$ cat src/rtl/rom_stream_reader.sv
// Streams LEN consecutive words from a 1-cycle-latency synchronous ROM onto a valid/ready port.
// Define ROM_STREAM_READER_LAST_EN to add o_last, flagging the final beat of each transfer.
module rom_stream_reader #(
    parameter int ADDRESS_WIDTH = 32,
    parameter int DATA_WIDTH    = 32,
    parameter int LEN_WIDTH     = ADDRESS_WIDTH + 1
) (
    input  logic                     i_clk,
    input  logic                     i_rstn,
    input  logic                     i_start,
    input  logic [ADDRESS_WIDTH-1:0] i_base,
    input  logic [LEN_WIDTH-1:0]     i_len,
    output logic [ADDRESS_WIDTH-1:0] o_rom_address,
    input  logic [DATA_WIDTH-1:0]    i_rom_data,
    output logic                     o_valid,
    input  logic                     i_ready,
    output logic [DATA_WIDTH-1:0]    o_data,
    output logic                     o_busy,
    output logic                     o_done
`ifdef ROM_STREAM_READER_LAST_EN
    ,
    output logic                     o_last
`endif
);

    typedef enum logic [1:0] {S_IDLE, S_RUN, S_FLUSH} state_e;

    state_e                   state_q, state_d;
    logic [ADDRESS_WIDTH-1:0] addr_q, addr_d;
    logic [ADDRESS_WIDTH-1:0] rom_addr_q, rom_addr_d;
    logic [LEN_WIDTH-1:0]     issue_rem_q, issue_rem_d;
    logic [LEN_WIDTH-1:0]     deliver_rem_q, deliver_rem_d;
    logic                     inflight_q, inflight_d;
    logic                     done_q, done_d;
    logic [DATA_WIDTH-1:0]    fifo_q [2];
    logic [DATA_WIDTH-1:0]    fifo_d [2];
    logic                     wr_ptr_q, wr_ptr_d;
    logic                     rd_ptr_q, rd_ptr_d;
    logic [1:0]               count_q, count_d;
`ifdef ROM_STREAM_READER_LAST_EN
    logic                     inflight_last_q, inflight_last_d;
    logic                     fifo_last_q [2];
    logic                     fifo_last_d [2];
`endif

    logic       pop, push, issue, start_acc, final_pop;
    logic [2:0] occ;

    // Stream handshake: a beat moves on a posedge where o_valid & i_ready; o_valid never
    // depends on i_ready, and o_data is held while o_valid=1 and i_ready=0.
    always_comb begin
        pop       = (count_q != 2'd0) && i_ready;
        push      = inflight_q;
        occ       = {1'b0, count_q} + {2'b00, inflight_q} - {2'b00, pop};
        issue     = (state_q == S_RUN) && (issue_rem_q != '0) && (occ < 3'd2);
        start_acc = (state_q == S_IDLE) && i_start;
        final_pop = (state_q == S_FLUSH) && pop && (deliver_rem_q == LEN_WIDTH'(1));
    end

    always_ff @(posedge i_clk) begin
        if (!i_rstn) begin
            state_q <= S_IDLE;
        end else begin
            state_q <= state_d;
        end
    end

    always_comb begin
        state_d = state_q;
        case (state_q)
            S_IDLE:  if (start_acc && (i_len != '0)) state_d = S_RUN;
            S_RUN:   if (issue && (issue_rem_q == LEN_WIDTH'(1))) state_d = S_FLUSH;
            S_FLUSH: if (final_pop) state_d = S_IDLE;
            default: state_d = S_IDLE;
        endcase
    end

    always_comb begin
        o_busy        = (state_q != S_IDLE);
        o_done        = done_q;
        o_valid       = (count_q != 2'd0);
        o_data        = fifo_q[rd_ptr_q];
        o_rom_address = issue ? addr_q : rom_addr_q;
`ifdef ROM_STREAM_READER_LAST_EN
        o_last        = o_valid && fifo_last_q[rd_ptr_q];
`endif
    end

    always_comb begin
        addr_d        = addr_q;
        rom_addr_d    = rom_addr_q;
        issue_rem_d   = issue_rem_q;
        deliver_rem_d = deliver_rem_q;
        fifo_d        = fifo_q;
        wr_ptr_d      = wr_ptr_q;
        rd_ptr_d      = rd_ptr_q;
        inflight_d    = issue;
        done_d        = (start_acc && (i_len == '0)) || final_pop;
        count_d       = count_q + {1'b0, push} - {1'b0, pop};
`ifdef ROM_STREAM_READER_LAST_EN
        fifo_last_d     = fifo_last_q;
        inflight_last_d = issue && (issue_rem_q == LEN_WIDTH'(1));
`endif
        if (start_acc) begin
            addr_d        = i_base;
            issue_rem_d   = i_len;
            deliver_rem_d = i_len;
        end
        if (issue) begin
            rom_addr_d  = addr_q;
            addr_d      = addr_q + ADDRESS_WIDTH'(1);
            issue_rem_d = issue_rem_q - LEN_WIDTH'(1);
        end
        if (pop) begin
            deliver_rem_d = deliver_rem_q - LEN_WIDTH'(1);
            rd_ptr_d      = ~rd_ptr_q;
        end
        if (push) begin
            fifo_d[wr_ptr_q] = i_rom_data;
            wr_ptr_d         = ~wr_ptr_q;
`ifdef ROM_STREAM_READER_LAST_EN
            fifo_last_d[wr_ptr_q] = inflight_last_q;
`endif
        end
    end

    // Reset drops any in-flight ROM word by clearing inflight, so the next returned word is never pushed.
    always_ff @(posedge i_clk) begin
        if (!i_rstn) begin
            addr_q        <= '0;
            rom_addr_q    <= '0;
            issue_rem_q   <= '0;
            deliver_rem_q <= '0;
            inflight_q    <= 1'b0;
            done_q        <= 1'b0;
            fifo_q[0]     <= '0;
            fifo_q[1]     <= '0;
            wr_ptr_q      <= 1'b0;
            rd_ptr_q      <= 1'b0;
            count_q       <= 2'd0;
`ifdef ROM_STREAM_READER_LAST_EN
            inflight_last_q <= 1'b0;
            fifo_last_q[0]  <= 1'b0;
            fifo_last_q[1]  <= 1'b0;
`endif
        end else begin
            addr_q        <= addr_d;
            rom_addr_q    <= rom_addr_d;
            issue_rem_q   <= issue_rem_d;
            deliver_rem_q <= deliver_rem_d;
            inflight_q    <= inflight_d;
            done_q        <= done_d;
            fifo_q        <= fifo_d;
            wr_ptr_q      <= wr_ptr_d;
            rd_ptr_q      <= rd_ptr_d;
            count_q       <= count_d;
`ifdef ROM_STREAM_READER_LAST_EN
            inflight_last_q <= inflight_last_d;
            fifo_last_q     <= fifo_last_d;
`endif
        end
    end

endmodule
$ cat config.mk
export PLATFORM = sky130hd
export DESIGN_NAME = rom_stream_reader
export DESIGN_NICKNAME = d
export VERILOG_FILES = /design/src/rtl/rom_stream_reader.sv
export SDC_FILE = /design/constraint.sdc
export NUM_CORES = 1
export LEC_CHECK = 0
export CAP_MARGIN = 20
export CORE_MARGIN = 3
export CORE_UTILIZATION = 54
export DETAILED_ROUTE_END_ITERATION = 16
export PLACE_DENSITY = 0.79
export SYNTH_ARGS = -nofsm -noshare
export SYNTH_HDL_FRONTEND = slang
export SYNTH_SLANG_ARGS = --single-unit
export TNS_END_PERCENT = 20
$ cat constraint.sdc
create_clock -name i_clk -period 8 [get_ports i_clk]
set_input_delay 2.4 -clock i_clk [delete_from_list [all_inputs] [get_ports i_clk]]
set_output_delay 2.4 -clock i_clk [all_outputs]
set_load 0.03 [all_outputs]
==> impl_metrics.tcl, run 1 <==
set metrics [dict create \
    cap_violations 0 \
    cts.reportedPaths.clkPinSlew_ns 0.06 \
    antenna_found_initial 0 \
    via_count 9608 \
    totalWireLength_um 28600 \
    placedCellCount 1551 \
    synth_area_leaders "dfxtp_1 (41%), nand2_1 (8.0%), mux2_2 (6.9%), a21oi_1 (6.5%), nor2_1 (3.3%)" \
    synthArstFlopShare_pct 0 \
    drive_gt1_share_pct 10.1 \
    vdd_drop_max_uv 221 \
    n_fill_cell 1500 \
    arrival_ns 5.36 \
    worstMarginPinSlew_ns 1.05 \
    grt_pass1_wl_um 46000 \
    setup_violations 0 \
    avgSynthCellArea_sq_um 8.13 \
    synth_top_cell_area_share_pct 40.9 \
    place_congestion 0.846 \
    grt_max_degree 80 \
    rows 48 \
    dominantRegCellSynth "dfxtp_1" \
    area_growth_syn_to_layout_pct 25.1 \
    die_w_um 141 \
    fin_crit_sh_pct 96.9 \
    placed_area_sq_mm 0.0117 \
    fmaxAchievable_mhz 129 \
    hold_viol 0 \
    synth_area_sq_mm 0.00989 \
    cts_tree "built" \
    numCtsBuffers 22 \
    outcome "finished, final reports clean" \
    post_drt_via_cell_ratio 6.05 \
    path_class "in -> out" \
    drc 0 \
    initial_core_util_pct 56.2 \
    fin_util_pct 70.3 \
    cts_hold_buffers 0 \
    routedWlPerCell_um 18.0 \
    power.density_mw_per_mm2 276 \
    grt_util_all_layers_pct 27.3 \
    cts_buffer_depth 3 \
    fin_area_sq_mm 0.0124 \
    synth_nets 1326 \
    grtUsageMet1_pct 36.3 \
    hpwl_um 18900 \
    holdWs_ns 0.451 \
    grt_use_met2_pct 45.1 \
    rsz0062_at_grt "no" \
    num_antenna_cells 0 \
    rrSetupSlack_ns 4.29 \
    clock_latency_ns 0.50 \
    relSlewSlack_pct 28.5 \
    final_cells 1589 \
    drt-initial-drc-count 746 \
    leakage_nw 4.57 \
    yosysSeqAreaShare_pct 40.9 \
    min_path_type "reg -> reg" \
    cts_root_buffer "clkbuf_16" \
    first_pass_iters 5 \
    synth_edf_count 0 \
    met3_usage_pct 5.83 \
    htreeDepth 1 \
    final_nets 1459 \
    globalRoute.busiestLayer "met2" \
    core_area_sq_mm 0.0176 \
    final.min_clock_period_ns 7.76 \
    endpoint_kind "output port" \
    die_h_um 141 \
    grt_pass1_vias 9125 \
    syn_inst 1217 \
    synth_warnings 0 \
    worstPathRequired_ns 5.60 \
    fin_total_pwr_w 0.00341 \
    clkSinkCount 202 \
    start_kind "input pin" \
    ios 168 \
    slew_violations 0 \
    dieArea_sq_mm 0.0200 \
    yosysTopAreaCell "dfxtp_1" \
    overflow 0 \
    ys_seq_elements 202 \
    cp_max_fo 33 \
    drtAntennaViolNets 0 \
    port_buffers 167 \
    synth_cell_types 70 \
    finalClockSkew_ns 0.00853 \
]
[critical path: stages]
cell             delay, ns
clkdlybuf4s50_1       0.48
o21a_1                0.14
nand2_1               0.06
o21ai_0               0.08
ha_1                  0.19
fa_1                  0.46
or3b_1                0.38
nor2_1                0.17
nand2_2               0.10
buf_12                0.20
mux2_2                0.30
dlygate4sd2_1         0.36
[sequential cells by signal (all words and copies together) (netlist names)]
name           count
fifo_q            64
deliver_rem_q     33
issue_rem_q       33
addr_q            32
rom_addr_q        32
count_q            2
state_q            2
inflight_q         1
o_done             1
rd_ptr_q           1
wr_ptr_q           1
[kinds of logic after synthesis]
group           after synthesis  share of synthesized area (%)
compound gates              327                           21.1
xor+xnor                     12                           1.06
fa+ha+maj                     8                           1.09
buf+inv                      98                           4.04
flops                       202                           40.9
mux                          61                           6.94
simple gates                509                           24.8
[metrics by stage]
stage | setup TNS, ns | setup slack (ns)
6_report | 0 | 0.244
5_1_grt | 0 | 0.0868
4_1_cts | 0 | 0.0000737
3_5_place_dp | -0.0318 | -0.00783
3_3_place_gp | 0 | 0.0437
2_1_floorplan | 0 | 0.267
[report_power, final]
group	switching, W	internal, W	leakage [nW]
registers	0.000114	0.00113	1.65
clock network	0.000400	0.000571	0.339
logic	0.000720	0.000475	2.58
total	0.00123	0.00218	4.57
[placed cells by master, fill, tap and decap left out, types with 7 or more instances in the layout]
master,count
a211oi_1,16
a21oi_1,128
a22oi_1,13
a311oi_1,7
a31oi_1,15
a32oi_1,8
and2_1,41
and3_1,7
and4_1,9
buf_4,26
clkbuf_1,7
clkbuf_16,23
clkdlybuf4s50_1,134
dfxtp_1,202
dlygate4sd2_1,19
dlymetal6s2s_1,7
ha_1,7
inv_1,17
mux2_2,61
nand2_1,210
nand2b_1,9
nand3_1,33
nand4_1,15
nor2_1,86
nor3_1,33
nor4_1,20
o211ai_1,13
o21a_1,14
o21ai_0,46
o21ai_1,13
o311a_1,8
o311ai_0,9
or3_1,13
or4_1,9
[worst paths after layout]
path,from,to,cells past startpoint
worst max-delay path,i_ready,o_rom_address[15],12
worst min register to register,fifo_q[40],fifo_q[40],2
worst max register to register,count_q[1],issue_rem_q[23],10
worst min-delay path,fifo_q[40],fifo_q[40],2
[synth_stat cells (3+ instances only)]
master / instances
ha_1: 7
a211oi_1: 16
a21oi_1: 128
and2_1: 41
clkbuf_1: 66
nand3_1: 33
nand3b_1: 4
inv_1: 18
a311oi_1: 7
a32oi_1: 8
buf_2: 7
nor3_1: 33
xor2_1: 6
and3_1: 7
mux2_2: 61
or4_1: 9
o311ai_0: 9
a221oi_1: 6
o21ai_1: 13
o211ai_1: 13
o311a_1: 8
a22oi_1: 13
nor4_1: 20
o21ai_0: 46
o21a_1: 14
or3_1: 13
nor2_1: 86
dfxtp_1: 202
nand4_1: 15
xnor2_1: 6
a31oi_1: 15
nand2_1: 212
buf_4: 4
nor3b_1: 3
o31a_1: 5
nand2b_1: 9
and4_1: 9
[final cells by class]
cell class	count	area, sq um	area share (%)
clock inverter	3	15.0	0.121
sequential	202	4040	32.7
timing repair buffer	189	1840	14.8
inverter	18	70.1	0.566
tap	225	282	2.27
clock buffer	35	671	5.42
multi-input combinational	917	5460	44.1
[layer usage]
| metal | up-vias | wire length (um) |
|---|---|---|
| met4 | 0 | 673 |
| li1 | 4670 | - |
| met3 | 56 | 2410 |
| met1 | 4502 | 12100 |
| met5 | - | 0 |
| met2 | 380 | 13400 |
[what timing repair did]
action | 4_1_cts | 5_1_grt
gates resized for setup | 19 | 7
endpoints found under the hold margin | 0 | 0
endpoints found under the setup margin | 19 | 7
setup buffers | 0 | 0
Note: power is estimated with default switching activity, not from simulation.
==> run 2: changes to the inputs <==
--- a/config.mk
+++ b/config.mk
@@ -5,11 +5,14 @@
 export SDC_FILE = /design/constraint.sdc
 export NUM_CORES = 1
 export LEC_CHECK = 0
+export ABC_CLOCK_PERIOD_IN_PS = 8000
 export CAP_MARGIN = 20
 export CORE_MARGIN = 3
 export CORE_UTILIZATION = 54
 export DETAILED_ROUTE_END_ITERATION = 16
+export GPL_TIMING_DRIVEN = 0
 export PLACE_DENSITY = 0.79
+export REMOVE_ABC_BUFFERS = 1
 export SYNTH_ARGS = -nofsm -noshare
 export SYNTH_HDL_FRONTEND = slang
 export SYNTH_SLANG_ARGS = --single-unit
==> impl_metrics.tcl, run 2 (synthesis results as in run 1) <==
set metrics [dict create \
    place_congestion 0.920 \
    top_register "fifo_q" \
    rrSetupSlack_ns 4.13 \
    dp_slack_ns -1.53 \
    drive_gt1_share_pct 10.7 \
    clkSinkCount 202 \
    leakage_nw 4.55 \
    fin_total_pwr_w 0.00352 \
    multi_input_area_sq_mm 0.00551 \
    fin_area_sq_mm 0.0126 \
    dieArea_sq_mm 0.0200 \
    htreeDepth 1 \
    final_common_cell "nand2_1" \
    rsz0062_at_grt "yes" \
    drtAntennaViolNets 0 \
    regArea_sq_mm 0.00405 \
    grt_pass1_wl_um 46100 \
    min_path_type "reg -> reg" \
    reg_top3 "fifo_q x64, deliver_rem_q x33, issue_rem_q x33" \
    overflow 0 \
    totalWireLength_um 28600 \
    via_count 9825 \
    worstMarginPinSlew_ns 1.14 \
    fmaxAchievable_mhz 126 \
    slew_violations 0 \
    arrival_ns 5.53 \
    area_growth_syn_to_layout_pct 27.1 \
    core_area_sq_mm 0.0176 \
    final.min_clock_period_ns 7.93 \
    setup_violations 0 \
    first_pass_iters 6 \
    holdWs_ns 0.450 \
    port_buffers 167 \
    path_class "in -> out" \
    largest_register_ffs 64 \
    grt_use_met2_pct 46.6 \
    die_w_um 141 \
    num_antenna_cells 0 \
    power.density_mw_per_mm2 280 \
    layout_common_cells "nand2_1 (209), dfxtp_1 (201), clkdlybuf4s50_1 (134), a21oi_1 (128), nor2_1 (84)" \
    ios 168 \
    fin_crit_sh_pct 99.2 \
    hpwl_um 19200 \
    worstPathRequired_ns 5.60 \
    rows 48 \
    cts_tree "built" \
    globalRoute.busiestLayer "met2" \
    post_drt_via_cell_ratio 6.19 \
    cts_hold_buffers 0 \
    postLayoutSetupSlackWorst_ns 0.0667 \
    cts_buffer_depth 3 \
    relSlewSlack_pct 23.8 \
    antenna_found_initial 0 \
    drt-initial-drc-count 794 \
    cts_root_buffer "clkbuf_16" \
    start_kind "input pin" \
    placed_area_sq_mm 0.0118 \
    endpoint_kind "output port" \
    final_nets 1459 \
    die_h_um 141 \
    grt_max_degree 86 \
    cts.reportedPaths.clkPinSlew_ns 0.06 \
    cp_max_fo 14 \
    n_fill_cell 1448 \
    grtUsageMet1_pct 36.1 \
    numCtsBuffers 23 \
    grt_util_all_layers_pct 27.4 \
    initial_core_util_pct 56.2 \
    finalClockSkew_ns 0.00695 \
    met3_usage_pct 4.42 \
    vdd_drop_max_uv 191 \
    cap_violations 0 \
    outcome "finished, final reports clean" \
    grt_pass1_vias 9242 \
    drc 0 \
    hold_viol 0 \
    clock_latency_ns 0.50 \
    routedWlPerCell_um 18.0 \
]
## run 2: cell types whose count changed in the layout (fill, tap and decap cells not counted), moves of 2 or more
cell             before  now
buf_16                0    4
buf_2                 1    3
buf_4                26    4
buf_6                 0    5
buf_8                 0    2
clkbuf_2              0    6
clkdlybuf4s15_1       0    4
clkdlybuf4s15_2       0    2
clkinv_2              3    0
dlymetal6s2s_1        7    1
nand2_4               0    2
nor2_1               86   84
## run 2: repair_timing
| action | 4_1_cts | 5_1_grt |
|---|---|---|
| gates resized for setup | 49 | 20 |
| buffers inserted | 2 | 2 |
| pin swaps | 1 | 1 |
| cloned | 1 | 1 |
| setup endpoints to repair | 32 | 22 |
## run 2: final timing paths
kind | from | endpoint | depth (start not counted)
min | fifo_q[32] | fifo_q[32] | 2
max reg2reg | count_q[1] | issue_rem_q[31] | 11
min reg2reg | fifo_q[32] | fifo_q[32] | 2
max | i_ready | o_rom_address[15] | 12
## run 2: worst max-delay path: stages
cell	delay, ns
clkdlybuf4s50_1	0.45
o21a_4	0.14
nand2_1	0.11
o21ai_0	0.10
ha_1	0.20
fa_1	0.49
or3b_4	0.41
nor2_4	0.19
nand2_8	0.13
bufbuf_16	0.34
mux2_2	0.28
clkdlybuf4s15_2	0.28
## run 2: final cells by class
class / count / area share (%)
inverters: 18 / 0.557
clock buffers: 36 / 5.44
repair buffers: 187 / 15.4
clock inverters: 2 / 0.299
multi-input cells: 918 / 43.9
well taps: 225 / 2.24
flip-flops and latches: 202 / 32.2
## run 2: per-stage QoR
stage	TNS (ns)	util, %	std cells
2_1_floorplan	-5.04	-	1137
3_3_place_gp	-305.92	65.4	1529
3_5_place_dp	-45.16	67.0	1543
4_1_cts	0	71.4	1584
5_1_grt	-0.307	71.4	1588
6_report	0	71.4	1588
## run 2: routing by layer
metal  vias to the layer above  part of all wire (%)
li1                       4681                     -
met1                      4647                    41
met2                       435                    47
met3                        62                   8.4
met4                         0                   2.8
met5                         -                     0
## run 2: report_power, final
part / switching, W / internal, W / leakage [nW] / total, W
clock network: 0.000402 / 0.000614 / 0.349 / 0.00102
registers: 0.000138 / 0.00113 / 1.65 / 0.00127
logic: 0.000731 / 0.000502 / 2.55 / 0.00123
==> run 3: changes to the inputs <==
--- a/config.mk
+++ b/config.mk
@@ -6,7 +6,7 @@
 export NUM_CORES = 1
 export LEC_CHECK = 0
 export ABC_CLOCK_PERIOD_IN_PS = 8000
-export CAP_MARGIN = 20
+export CAP_MARGIN = 15
 export CORE_MARGIN = 3
 export CORE_UTILIZATION = 54
 export DETAILED_ROUTE_END_ITERATION = 16
==> impl_metrics.tcl, run 3 (synthesis results as in run 1) <==
set metrics [dict create \
    rsz0062_at_grt "yes" \
    drc 0 \
    fin_crit_sh_pct 99.5 \
    drt-initial-drc-count 977 \
    totalWireLength_um 28700 \
    layout_common_cells "nand2_1 (209), dfxtp_1 (201), clkdlybuf4s50_1 (134), a21oi_1 (128), nor2_1 (84)" \
    clkPwrFrac_pct 28.5 \
    cts_root_buffer "clkbuf_16" \
    fmaxAchievable_mhz 126 \
    core_area_sq_mm 0.0176 \
    leakage_nw 4.55 \
    hpwl_um 19200 \
    port_buffers 167 \
    routedWlPerCell_um 18.1 \
    dp_slack_ns -1.52 \
    switchingPower_w 0.00127 \
    postLayoutSetupSlackWorst_ns 0.0394 \
    reg_top3 "fifo_q x64, deliver_rem_q x33, issue_rem_q x33" \
    grt_util_all_layers_pct 27.3 \
    clock_latency_ns 0.50 \
    pwr-share-comb_pct 35.2 \
    regArea_sq_mm 0.00405 \
    setup_violations 0 \
    min_path_cells 2 \
    worstPathRequired_ns 5.60 \
    via_count 9849 \
    slew_violations 0 \
    htreeDepth 1 \
    cts.reportedPaths.clkPinSlew_ns 0.06 \
    min_path_type "reg -> reg" \
    finalClockSkew_ns 0.0142 \
    grt_pass1_wl_um 45700 \
    grt_max_degree 86 \
    antenna_found_initial 0 \
    r2r_cells 10 \
    arrival_ns 5.56 \
    cp_top_family "buffers and inverters" \
    seqPwrFrac_pct 36.3 \
    area_growth_syn_to_layout_pct 27.0 \
    post_drt_via_cell_ratio 6.21 \
    final_nets 1456 \
    grt_pass1_vias 9106 \
    overflow 0 \
    initial_core_util_pct 56.2 \
    cts_tree "built" \
    crit_chain "clkdlybuf4s50_1 -> o21a_4 -> nand2_1 -> o21ai_0 -> ha_1 -> fa_1 -> or3b_4 -> nor2_4 -> nand2_8 -> bufbuf_16 -> mux2_2 -> clkdlybuf4s15_2" \
    die_h_um 141 \
    rrSetupSlack_ns 4.05 \
    power.density_mw_per_mm2 279 \
    num_antenna_cells 0 \
    hold_viol 0 \
    fin_total_pwr_w 0.00351 \
    cap_violations 0 \
    rows 48 \
    ios 168 \
    largest_register_ffs 64 \
    hold_start "fifo_q[15]" \
    worstMarginPinSlew_ns 1.18 \
    n_fill_cell 1415 \
    numCtsBuffers 22 \
    cp_max_fo 14 \
    outcome "finished, final reports clean" \
    min_to "fifo_q[15]" \
    path_buf_inv 3 \
    final_common_cell "nand2_1" \
    vdd_drop_max_uv 194 \
    place_congestion 0.920 \
    top_register "fifo_q" \
    cts_hold_buffers 0 \
    timing.rr.start "count_q[1]" \
    critPathMaxStageDelay_ns 0.49 \
    p_int_w 0.00224 \
    endpoint_kind "output port" \
    clkSinkCount 202 \
    sw_frac_of_total_pct 36.2 \
    die_w_um 141 \
    cts_buffer_depth 3 \
    final.min_clock_period_ns 7.96 \
    drive_gt1_share_pct 10.8 \
    drtAntennaViolNets 0 \
    first_pass_iters 5 \
    path_class "in -> out" \
    r2r_end "issue_rem_q[23]" \
    relSlewSlack_pct 19.4 \
    start_kind "input pin" \
    dieArea_sq_mm 0.0200 \
    slowest_stage "fa_1" \
    multi_input_area_sq_mm 0.00552 \
]
[run 3: changes by cell type in the layout (fill, tap and decap cells not counted), moves of 2 or more]
cell | before | now
clkbuf_1 | 7 | 4
buf_2 | 3 | 1
clkdlybuf4s15_1 | 4 | 0
clkbuf_8 | 6 | 9
dlygate4sd2_1 | 18 | 23
clkdlybuf4s15_2 | 2 | 4
[run 3: worst reg2reg max path, stage by stage, from the launching register on]
cell and delay (ns):
dfxtp_1 0.37, o21a_4 0.24, nand2_1 0.11, o21ai_0 0.10
ha_1 0.20, fa_1 0.49, or3b_4 0.41, or4_1 0.58
a2111oi_0 1.02, a21o_1 0.23, a21oi_1 0.06
[run 3: worst max-delay path by stage]
stage | start | end | slack (ns) | depth (start not counted)
after floorplan | i_ready | o_rom_address[19] | -0.31 | 9
after global placement | i_start | deliver_rem_q[13] | -3.54 | 6
after detailed placement | i_ready | o_rom_address[0] | -1.52 | 12
after CTS | i_ready | o_rom_address[19] | 0.01 | 12
after global routing | i_ready | o_rom_address[22] | -0.05 | 12
final | i_ready | o_rom_address[15] | 0.04 | 12
[run 3: final cells by class]
| cell class | count | area share (%) |
|---|---|---|
| clock inverters | 1 | 0.0398 |
| clock buffers | 36 | 5.69 |
| well taps | 225 | 2.24 |
| repair buffers | 185 | 15.4 |
| flip-flops and latches | 202 | 32.2 |
| inverters | 18 | 0.558 |
| multi-input cells | 918 | 43.9 |
[run 3: metal layers]
layer  up-vias  share of wire [%]  track usage (%)
li1       4679                  -                -
met1      4630                 41             36.5
met2       466                 47             46.2
met3        74                8.7             4.11
met4         0                2.9             7.50
met5         -                  0                0
[run 3: repair_timing]
item / CTS / global route
buffers inserted: 2 / 1
endpoints found under the hold margin: 0 / 0
pin swaps: 1 / 1
resized for setup: 48 / 12
gates cloned: 1 / 1
endpoints found under the setup margin: 32 / 24
[run 3: power groups by stage]
stage / clock network, W / registers (W) / logic (W)
2_1_floorplan: 0 / 0.00125 / 0.000766
3_3_place_gp: 0 / 0.00128 / 0.00112
3_5_place_dp: 0 / 0.00129 / 0.00117
4_1_cts: 0.00101 / 0.00127 / 0.00120
5_1_grt: 0.00106 / 0.00129 / 0.00133
6_report: 0.00100 / 0.00127 / 0.00124
[run 3: per-stage QoR]
stage | setup TNS (ns) | utilization (%) | cell area, sq um | cells | hold slack (ns)
5_1_grt | -0.234 | 71.4 | 12600 | 1585 | 0.469
3_5_place_dp | -45.16 | 66.8 | 11800 | 1542 | 0.443
2_1_floorplan | -5.04 | - | 9560 | 1137 | 0.433
4_1_cts | 0 | 71.2 | 12500 | 1582 | 0.452
3_3_place_gp | -305.92 | 65.4 | 11500 | 1529 | 0.438
6_report | 0 | 71.4 | 12600 | 1585 | 0.451
